--- config.mk ---
export PLATFORM = sky130hd
export DESIGN_NAME = micro_sequencer
export DESIGN_NICKNAME = d
export VERILOG_FILES = /design/src/rtl/useq_pkg.sv /design/src/rtl/useq_store.sv /design/src/rtl/micro_sequencer.sv
export SDC_FILE = /design/constraint.sdc
export NUM_CORES = 1
export LEC_CHECK = 0
export BUFFER_PORTS_ARGS = -buffer_cell sky130_fd_sc_hd__buf_2
export CORE_UTILIZATION = 58
export CTS_CLUSTER_DIAMETER = 100
export DETAILED_ROUTE_END_ITERATION = 7
export PLACE_DENSITY = 0.88
export SLEW_MARGIN = 25
export SYNTH_ARGS = -nofsm -noshare
export SYNTH_HDL_FRONTEND = slang
export SYNTH_SLANG_ARGS = --single-unit
--- constraint.sdc ---
create_clock -name clk -period 3.6 [get_ports clk]
set_input_delay 0.72 -clock clk [delete_from_list [all_inputs] [get_ports clk]]
set_output_delay 0.72 -clock clk [all_outputs]
set_load 0.02 [all_outputs]
--- src/rtl/useq_pkg.sv ---
`default_nettype none
// ============================================================================
// Module  : useq_pkg
// Brief   : Shared field layout, default sizes and reset microcode for the
//           micro-sequencer.
// Revision: 1.0 - initial release
// ============================================================================
package useq_pkg;

  localparam int c_def_aw = 3;
  localparam int c_def_cw = 3;
  localparam int c_def_sw = 2;

  // Field positions (LSB index) for a word laid out as {sel, addr_a, addr_b, ctrl}
  function automatic int ctrl_lsb();
    return 0;
  endfunction

  function automatic int addr_b_lsb(input int cw);
    return cw;
  endfunction

  function automatic int addr_a_lsb(input int aw, input int cw);
    return cw + aw;
  endfunction

  function automatic int sel_lsb(input int aw, input int cw);
    return cw + 2 * aw;
  endfunction

  function automatic logic [63:0] field_mask(input int w);
    return (64'd1 << w) - 64'd1;
  endfunction

  function automatic logic [63:0] build_word(
    input int          aw,
    input int          cw,
    input int          sw,
    input logic [63:0] sel,
    input logic [63:0] addr_a,
    input logic [63:0] addr_b,
    input logic [63:0] ctrl
  );
    return ((sel    & field_mask(sw)) << sel_lsb(aw, cw))
         | ((addr_a & field_mask(aw)) << addr_a_lsb(aw, cw))
         | ((addr_b & field_mask(aw)) << addr_b_lsb(cw))
         | ((ctrl   & field_mask(cw)) << ctrl_lsb());
  endfunction

  // Boot microprogram; only defined for the default geometry, zero otherwise.
  function automatic logic [63:0] default_ucode(
    input int aw,
    input int cw,
    input int sw,
    input int idx
  );
    logic [63:0] w;
    w = 64'd0;
    if (aw == c_def_aw && cw == c_def_cw && sw == c_def_sw) begin
      case (idx)
        0:       w = build_word(aw, cw, sw, 64'd0, 64'd0, 64'd1, 64'd0);
        1:       w = build_word(aw, cw, sw, 64'd3, 64'd2, 64'd2, 64'd4);
        2:       w = build_word(aw, cw, sw, 64'd1, 64'd3, 64'd0, 64'd0);
        3:       w = build_word(aw, cw, sw, 64'd2, 64'd2, 64'd4, 64'd1);
        4:       w = build_word(aw, cw, sw, 64'd3, 64'd2, 64'd2, 64'd2);
        default: w = 64'd0;
      endcase
    end
    return w;
  endfunction

endpackage
`default_nettype wire

--- src/rtl/useq_store.sv ---
`default_nettype none
// ============================================================================
// Module  : useq_store
// Brief   : Control store: register array, one sync write port, one comb read.
// Revision: 1.0 - initial release
// ============================================================================
module useq_store
  import useq_pkg::*;
#(
  parameter int AW = c_def_aw,
  parameter int CW = c_def_cw,
  parameter int SW = c_def_sw
) (
  input  logic                   clk,
  input  logic                   rst,
  input  logic                   we,
  input  logic [AW-1:0]          waddr,
  input  logic [SW+2*AW+CW-1:0]  wdata,
  input  logic [AW-1:0]          raddr,
  output logic [SW+2*AW+CW-1:0]  rdata
);

  localparam int WW    = SW + 2 * AW + CW;
  localparam int DEPTH = 2 ** AW;

  logic [WW-1:0] w_def [DEPTH];
  logic [WW-1:0] r_mem [DEPTH];

  for (genvar i = 0; i < DEPTH; i++) begin : g_default
    assign w_def[i] = WW'(default_ucode(AW, CW, SW, i));
  end

  always_ff @(posedge clk or posedge rst) begin
    if (rst) begin
      for (int i = 0; i < DEPTH; i++) begin
        r_mem[i] <= w_def[i];
      end
    end else if (we) begin
      r_mem[waddr] <= wdata;
    end
  end

  assign rdata = r_mem[raddr];

endmodule
`default_nettype wire

--- src/rtl/micro_sequencer.sv ---
`default_nettype none
// ============================================================================
// Module  : micro_sequencer
// Brief   : Two-way branching micro-sequencer with writable control store.
// Revision: 1.0 - initial release
// ============================================================================
module micro_sequencer
  import useq_pkg::*;
#(
  parameter int AW = c_def_aw,
  parameter int CW = c_def_cw,
  parameter int SW = c_def_sw
) (
  input  logic                   clk,
  input  logic                   rst,
  input  logic                   run,
  input  logic                   step,
  input  logic [2**SW-2:0]       cond,
  input  logic                   wr_en,
  input  logic [AW-1:0]          wr_addr,
  input  logic [SW+2*AW+CW-1:0]  wr_data,
  output logic [AW-1:0]          upc,
  output logic [CW-1:0]          ctrl,
  output logic                   taken,
  output logic                   halted,
  output logic                   wr_err
);

  localparam int WW = SW + 2 * AW + CW;

  logic [AW-1:0]    r_upc;
  logic             r_wr_err;
  logic [WW-1:0]    w_word;
  logic [SW-1:0]    w_sel;
  logic [AW-1:0]    w_addr_a;
  logic [AW-1:0]    w_addr_b;
  logic [2**SW-1:0] w_cond_ext;
  logic             w_taken;
  logic [AW-1:0]    w_next;
  logic             w_adv;
  logic             w_wr_ok;

  assign w_adv   = run | step;
  assign w_wr_ok = wr_en & ~w_adv;

  useq_store #(
    .AW (AW),
    .CW (CW),
    .SW (SW)
  ) u_store (
    .clk   (clk),
    .rst   (rst),
    .we    (w_wr_ok),
    .waddr (wr_addr),
    .wdata (wr_data),
    .raddr (r_upc),
    .rdata (w_word)
  );

  assign w_sel    = w_word[sel_lsb(AW, CW)    +: SW];
  assign w_addr_a = w_word[addr_a_lsb(AW, CW) +: AW];
  assign w_addr_b = w_word[addr_b_lsb(CW)     +: AW];

  // Slot 0 is tied low so sel=0 never branches and sel=k lands on cond[k-1].
  assign w_cond_ext = {cond, 1'b0};
  assign w_taken    = w_cond_ext[w_sel];
  assign w_next     = w_taken ? w_addr_a : w_addr_b;

  always_ff @(posedge clk or posedge rst) begin
    if (rst) begin
      r_upc <= '0;
    end else if (w_adv) begin
      r_upc <= w_next;
    end
  end

  always_ff @(posedge clk or posedge rst) begin
    if (rst) begin
      r_wr_err <= 1'b0;
    end else begin
      r_wr_err <= wr_en & w_adv;
    end
  end

  assign upc    = r_upc;
  assign ctrl   = w_word[ctrl_lsb() +: CW];
  assign taken  = w_taken;
  assign halted = (w_sel == '0) && (w_addr_b == r_upc);
  assign wr_err = r_wr_err;

endmodule
`default_nettype wire
==> Yosys cells after proc, flatten, opt, wreduce, memory -nomap -nowiden <==
Index checks and enable logic that the tools add are counted.
{ "classes": {"n_lt_le_gt_ge": 4, "muxes": 9, "n_reduce_logical": 3, "eq_ne": 1, "bitwise": 6} }
{ "ops": {"columns": ["op", "count"], "rows": [
  ["88-bit bitwise mux", 1],
  ["11-bit binary-select mux with 3-bit select", 1],
  ["11-bit demux with 3-bit select", 1],
  ["11-bit two-way mux", 3],
  ["4-bit greater-or-equal comparator (second input constant)", 2],
  ["3-bit NOT with 4-bit output", 2],
  ["4-bit by 1-bit < comparator with 1-bit output (second input constant)", 1],
  ["3-bit equality test", 1],
  ["2-bit by 3-bit < comparator with 1-bit output (second input constant)", 1],
  ["3-bit two-way mux", 1],
  ["1-bit bitwise AND", 2],
  ["1-bit binary-select mux with 2-bit select", 1],
  ["1-bit logical AND", 2],
  ["2-bit zero test", 1],
  ["1-bit two-way mux", 1],
  ["1-bit NOT", 1],
  ["1-bit bitwise OR", 1]
]} }
{ "word_totals": {"inputBits": 22, "ff_bits": 92, "wordCells": 33, "output_inout_bits": 9} }

==> Longest topological paths before layout <==
Gate-level depths: netlist of run 1.
{ "logic_depth": {"ltp_word": 7, "mapped_depth": 8, "mapped_depth_nobuf": 6} }

==> By module <==
From an unflattened synthesis of run 1, not the netlist that was laid out.
{ "hier_totals": {"cells_unflattened": 268, "hier_area_um2": 4370.4} }
{ "modules_own_cells": {"columns": ["module", "cells_each", "instances", "seq_area_each_um2", "area_each_um2"], "rows": [
  ["useq_store", 231, 1, 2224.6, 4075.2],
  ["micro_sequencer", 37, 1, 100.1, 295.3]
]} }

==> Worst setup path after synthesis of run 1 <==
Ideal clock, no wire load.
{ "synth_timing": {"path_type": "reg2out", "from": "reg r_upc[0] (netlist: upc[0])", "to": "out taken", "slack_ns": 0.944, "n_path_buf": 3, "path_stages_with_launch": 7, "t_arrival_ns": 1.936, "path_cell_list": "dfrtp_1 > buf_6 > buf_12 > buf_4 > mux4_2 > mux2_4 > mux2i_1"} }
{ "synth_via": {"elab_chain_len": 6} }
{ "synth_rtl": {"columns": ["item", "line_no", "rtl"], "rows": [
  ["start: declaration", "micro_sequencer.sv:31", "logic [AW-1:0] r_upc;"],
  ["start signal: assignment", "micro_sequencer.sv:73", "r_upc <= w_next;"],
  ["3-bit NOT with 4-bit output (implied by the code)", "useq_store.sv:43", "assign rdata = r_mem[raddr];"],
  ["11-bit binary-select mux with 3-bit select", "useq_store.sv:43", null],
  ["11-bit two-way mux (implied by the code) (2 in a row)", "useq_store.sv:43", null],
  ["1-bit binary-select mux with 2-bit select", "micro_sequencer.sv:66", "assign w_taken = w_cond_ext[w_sel];"],
  ["1-bit two-way mux (implied by the code)", "micro_sequencer.sv:66", null],
  ["end: declaration", "micro_sequencer.sv:24", "output logic taken,"]
]} }
No other way between the ends. The select of a mux whose other input is x is not followed.

==> Worst setup path in the final report of run 1 <==
{ "layout_timing": {"from": "reg r_upc[0] (netlist: upc[0])", "to": "out halted"} }
{ "layout_via": {"elab_chain_len": 6} }
{ "layout_rtl": {"columns": ["item", "line_no", "rtl"], "rows": [
  ["3-bit NOT with 4-bit output (implied by the code)", "useq_store.sv:43", null],
  ["11-bit binary-select mux with 3-bit select", "useq_store.sv:43", null],
  ["11-bit two-way mux (implied by the code) (2 in a row)", "useq_store.sv:43", null],
  ["3-bit equality test / 2-bit zero test (equally long branches)", "micro_sequencer.sv:88", "assign halted = (w_sel == '0) && (w_addr_b == r_upc);"],
  ["1-bit logical AND (*)", "micro_sequencer.sv:88", null],
  ["end: declaration", "micro_sequencer.sv:25", "output logic halted,"]
]} }
Every way passes the cells marked *; elsewhere a longest branch is shown, timed or not. The select of a mux whose other input is x is not followed.

==> impl_metrics.json, run 1 <==
{
  "status": "finished, final reports clean",
  "grt_util_all_layers_pct": 25.2,
  "core_sq_um": 7250,
  "p_comb_share_pct": 33.5,
  "dieArea_sq_um": 7890,
  "hold_buffers": 0,
  "grt_pass1_wl_um": 14000,
  "viasPerCell": 6.09,
  "cp_slowest_cell": "dfrtp_1",
  "globalplace.congestion": 0.817,
  "cts-root-buf": "clkbuf_8",
  "num_io_pins": 31,
  "antenna_found_initial": 0,
  "arrival_ns": 2.54,
  "powerDensity_nw_per_um2": 656,
  "clk_latency_ns": 0.36,
  "path_clk_slew_ns": 0.09,
  "min_period_ns": 3.26,
  "synthCells": 278,
  "rows": 31,
  "syn_area_sq_um": 4370,
  "synth_edf_count": 0,
  "max_freq_mhz": 307,
  "p_seq_share_pct": 45.0,
  "p_total_mw": 3.14,
  "path_cells": "buf_4, mux4_2, mux2i_1, xnor2_1, nor2_1, and4b_1, buf_2",
  "nFillCells": 513,
  "routedWlPerCell_um": 21.6,
  "holdCritPathClass": "in2async",
  "ys_seq_area_share_pct": 53.2,
  "ant_nets": 0,
  "drtIter0Drc": 111,
  "initial_core_util_pct": 60.3,
  "cts_resized": 0,
  "drv_slew": 0,
  "synthTopCellsByArea": "dfrtp_1 (42%), mux2_2 (24%), dfstp_2 (11%)",
  "async_reset_ff_share_pct": 100,
  "ctsLongestPathBuffers": 2,
  "tightest_slew_ns": 0.735,
  "vias": 2522,
  "hold_viol": 0,
  "ctsHtreeMaxLevel": 3,
  "ys_warn_count": 0,
  "ff_latch_area_sq_um": 2320,
  "yosysMostFrequentCell": "mux2_2",
  "path_buf_inv": 2,
  "finalCoreUtilization_pct": 66.0,
  "die_h_um": 88.8,
  "cp_data_required_time_ns": 2.88,
  "place_ws_ns": 0.715,
  "grt_max_degree": 35,
  "yosys.area.top_type_share_pct": 42.4,
  "cts_tree": "yes",
  "cts_buffers": 9,
  "syn-num-nets": 300,
  "pwr-share-clk_pct": 21.5,
  "finalSetupViolCount": 0,
  "peakVddDrop_mv": 0.251,
  "yosys.area.top_type": "dfrtp_1",
  "drc": 0,
  "synth_cell_types": 31,
  "grt_pass1_vias": 2673,
  "leakagePower_nw": 2.17,
  "die_w_um": 88.8,
  "path_max_fanout": 8,
  "syn2layout_area_growth_pct": 9.50,
  "synth.top_cells.by_count": "mux2_2 (94), dfrtp_1 (74), dfstp_2 (18), mux4_2 (13)",
  "period_share_pct": 90.6,
  "hpwl_um": 5830,
  "swShare_pct": 31.1,
  "critPathLaunchType": "register",
  "maxCapViolations": 0,
  "rsz0062_at_grt": "no",
  "worst-setup-path-type": "reg2out",
  "timing.final.ws_setup_ns": 0.338,
  "port_buffers": 30,
  "grt.overflow.total": 0,
  "crit_family": "multiplexers",
  "ys_seq_elements": 92,
  "multi_input_area_sq_um": 1950,
  "holdWs_ns": 0.358,
  "worstSetupEndpointType": "output pin",
  "ys.flop_type": "dfrtp_1",
  "intPower_mw": 2.16,
  "drt_wl_total_um": 8930,
  "drive_gt1_share_pct": 58.4,
  "diodes": 0,
  "dr.pass1.iters": 4,
  "synth_area_per_cell_sq_um": 15.7,
  "clock_sinks": 92,
  "p_sw_mw": 0.977,
  "slew-limit-headroom_pct": 50.9,
  "layout.nets": 332,
  "post_cts_buffers": 0,
  "slowest_delay_ns": 0.58,
  "tns_ns": 0,
  "skew_ns": 0.00599
}
cell families (layout without fill, tap and decap cells):
group	count (synthesis)	after routing	share of synthesized area [%]
multiplexers	129	129	39.2
flip-flops	92	92	53.2
AND/OR/NAND/NOR	29	29	3.41
buffers and inverters	17	54	2.32
AO/OA/AOI/OAI	9	9	1.55
XOR/XNOR	2	2	0.401
layout make-up:
cell class / count / share of cell area, %
clock buffer: 11 / 2.74
tap: 99 / 2.59
sequential: 92 / 48.6
multi-input combinational: 169 / 40.6
timing repair buffer: 37 / 4.23
clock inverter: 5 / 1.12
inverter: 1 / 0.105
power by group through the flow:
stage / sequential (mW) / clock [mW] / combinational, mW
after floorplan: 1.37 / 0 / 0.875
after global placement: 1.41 / 0 / 1.01
after detailed placement: 1.43 / 0 / 1.04
after CTS: 1.41 / 0.677 / 1.06
after global routing: 1.44 / 0.716 / 1.12
final: 1.41 / 0.674 / 1.05
worst reg2reg max path: cells and delay by family, from the launching register on:
kind | cells | cell delay [ns]
simple gates | 1 | 0.10
buf+inv | 1 | 0.27
mux | 3 | 1.07
flops | 1 | 0.58
compound gates | 2 | 0.33
per-layer routing:
layer | wire, um | track usage, % | part of all wire [%]
met1 | 3940 | 31.2 | 44
met2 | 4470 | 42.4 | 50
met3 | 319 | 4.66 | 3.6
met4 | 206 | 13.0 | 2.3
met5 | 0 | 0 | 0
per-stage QoR:
step	cell area [sq um]	std cells
final	4790	414
after global routing	4790	414
after CTS	4790	414
after detailed placement	4600	398
after global placement	4600	398
after floorplan	4370	278
state kept, by name, indices dropped and copies added (netlist names):
name,cells
u_store.r_mem,88
upc,3
wr_err,1
cells in the final DEF (no fill, tap or decap), drive strengths merged:
master / instances
mux2: 96
dfrtp: 74
buf: 37
mux4: 20
dfstp: 18
mux2i: 13
nand2: 11
clkbuf: 11
nor2: 6
clkinv: 5
o21ai: 5
and3: 3
nor2b: 3
nand3b: 2
xnor2: 2
a22oi: 2
a2bb2oi: 1
nand4: 1
nand3: 1
and4b: 1
nand2b: 1
o31a: 1
bufinv: 1
worst paths after layout:
path / startpoint / end / slack (ns) / cells after the start
min in group clk: u_store.r_mem[77]$_DFFE_PP0P_ / u_store.r_mem[77]$_DFFE_PP0P_ / 0.51 / 1
worst max-delay path: upc[0]$_DFFE_PP0P_ / halted / 0.34 / 7
worst max register to register: upc[0]$_DFFE_PP0P_ / upc[0]$_DFFE_PP0P_ / 1.17 / 7
worst min register to register: u_store.r_mem[77]$_DFFE_PP0P_ / u_store.r_mem[77]$_DFFE_PP0P_ / 0.51 / 1
max in group asynchronous: rst / u_store.r_mem[70]$_DFFE_PP1P_ / 2.41 / 3
worst min-delay path: rst / u_store.r_mem[63]$_DFFE_PP0P_ / 0.36 / 2
Power figures use the tool's default switching activity.
==> run 2: changes to the inputs <==
--- a/config.mk
+++ b/config.mk
@@ -6,10 +6,12 @@
 export NUM_CORES = 1
 export LEC_CHECK = 0
 export BUFFER_PORTS_ARGS = -buffer_cell sky130_fd_sc_hd__buf_2
+export CORE_MARGIN = 4
 export CORE_UTILIZATION = 58
 export CTS_CLUSTER_DIAMETER = 100
 export DETAILED_ROUTE_END_ITERATION = 7
 export PLACE_DENSITY = 0.88
+export REMOVE_ABC_BUFFERS = 1
 export SLEW_MARGIN = 25
 export SYNTH_ARGS = -nofsm -noshare
 export SYNTH_HDL_FRONTEND = slang
==> run 2 against run 1 <==
Against the previous run:
- die area increased by 14%
- sequential share of layout area decreased by 0.32 points
- register-to-register slack got worse by 0.13 ns
==> impl_metrics.json, run 2 (same netlist as run 1, synthesis figures left out) <==
{
  "drv_slew": 0,
  "grt_pass1_wl_um": 13900,
  "path_max_fanout": 13,
  "busiest_layer": "met2",
  "antenna_found_initial": 0,
  "max_freq_mhz": 296,
  "dr.pass1.iters": 5,
  "holdCritPathClass": "in2async",
  "rsz0062_at_grt": "no",
  "clock_sinks": 92,
  "grtUsageMet1_pct": 27.8,
  "cts_buffers": 9,
  "syn2layout_area_growth_pct": 10.2,
  "cts_tree": "yes",
  "drtIter0Drc": 123,
  "cp_data_required_time_ns": 2.88,
  "status": "finished, final reports clean",
  "period_share_pct": 94.0,
  "dpl_cell_area_sq_um": 4600,
  "path_cells": "buf_4, mux4_2, mux2_4, and4b_1, buf_2",
  "slowest_delay_ns": 0.76,
  "min_period_ns": 3.38,
  "finalCoreUtilization_pct": 66.1,
  "num_io_pins": 31,
  "use_met3_pct": 3.51,
  "path_buf_inv": 2,
  "grt.overflow.total": 0,
  "initial_core_util_pct": 60.0,
  "tightest_slew_ns": 0.771,
  "powerDensity_nw_per_um2": 665,
  "peakVddDrop_mv": 0.255,
  "die_h_um": 94.8,
  "finalSetupViolCount": 0,
  "tns_ns": 0,
  "grt_pass1_vias": 2625,
  "ant_nets": 0,
  "top_register": "u_store.r_mem",
  "globalplace.congestion": 0.817,
  "arrival_ns": 2.66,
  "final_cell_mix": "mux2_2 (94), dfrtp_1 (74), buf_2 (30)",
  "path_clk_slew_ns": 0.09,
  "largest_reg_flops": 88,
  "critPathLaunchType": "register",
  "cts_resized": 0,
  "cp_slowest_cell": "dfrtp_1",
  "drive_gt1_share_pct": 58.4,
  "layout.nets": 332,
  "slew-limit-headroom_pct": 48.6,
  "ctsLongestPathBuffers": 2,
  "crit_family": "multiplexers",
  "hold_buffers": 0,
  "worst-setup-path-type": "reg2out",
  "ctsHtreeMaxLevel": 3,
  "drt_wl_total_um": 8620,
  "port_buffers": 30,
  "leakagePower_nw": 2.18,
  "grt_util_all_layers_pct": 21.1,
  "design_area_sq_um": 4820,
  "routedWlPerCell_um": 20.8,
  "maxCapViolations": 0,
  "viasPerCell": 5.95,
  "vias": 2463,
  "gr-usage-met2_pct": 34.9,
  "layout_commonest_cell": "mux2_2",
  "clk_latency_ns": 0.36,
  "worstSetupEndpointType": "output pin",
  "core_sq_um": 7290,
  "hpwl_um": 5560,
  "rows": 31,
  "die_w_um": 94.8,
  "dieArea_sq_um": 8990,
  "diodes": 0,
  "holdWs_ns": 0.410,
  "cts-root-buf": "clkbuf_8",
  "drc": 0,
  "post_cts_buffers": 0,
  "grt_max_degree": 38,
  "hold_viol": 0,
  "skew_ns": 0.00627
}
run 2: cell types whose count changed in the layout (fill, tap and decap cells not counted):
cell | previous run | this run
clkinv_2 | 4 | 1
bufinv_16 | 1 | 2
clkinvlp_4 | 0 | 1
inv_6 | 0 | 1
run 2: layout make-up:
cell class                      count  area (sq um)
Fill cell                         522          2470
Sequential cell                    92          2320
Multi-Input combinational cell    169          1950
Timing Repair Buffer               37           203
Clock buffer                       11           131
Tap cell                           99           124
Clock inverter                      5          85.1
Inverter                            1          5.00
run 2: path summary, 6_finish.rpt:
check | start | endpoint | slack (ns) | cells past startpoint
max reg2reg | upc[0]$_DFFE_PP0P_ | upc[0]$_DFFE_PP0P_ | 1.04 | 6
max in group asynchronous | rst | u_store.r_mem[62]$_DFFE_PP1P_ | 2.33 | 3
max | upc[0]$_DFFE_PP0P_ | halted | 0.22 | 5
min in group clk | u_store.r_mem[30]$_DFFE_PP0P_ | u_store.r_mem[30]$_DFFE_PP0P_ | 0.50 | 1
min reg2reg | u_store.r_mem[30]$_DFFE_PP0P_ | u_store.r_mem[30]$_DFFE_PP0P_ | 0.50 | 1
min | rst | u_store.r_mem[67]$_DFFE_PP0P_ | 0.41 | 2
run 2: where the power goes:
group | internal, mW | leakage [nW] | switching, mW | total, mW
sequential | 1.27 | 1.13 | 0.158 | 1.43
clock | 0.396 | 0.104 | 0.365 | 0.761
combinational | 0.575 | 0.942 | 0.445 | 1.02
total | 2.24 | 2.18 | 0.968 | 3.21
run 2: through the flow:
step / power (mW) / instances / setup slack [ns]
after floorplan: 2.19 / 262 / 0.373
after global placement: 2.42 / 398 / 0.635
after detailed placement: 2.47 / 398 / 0.579
after CTS: 3.22 / 414 / 0.188
after global routing: 3.37 / 414 / 0.0591
final: 3.21 / 414 / 0.217
run 2: layer usage:
metal | up-vias | part of all wire, %
met5 | - | 0
met4 | 0 | 2.1
met2 | 47 | 52
met3 | 16 | 2.7
met1 | 1299 | 44
li1 | 1101 | -
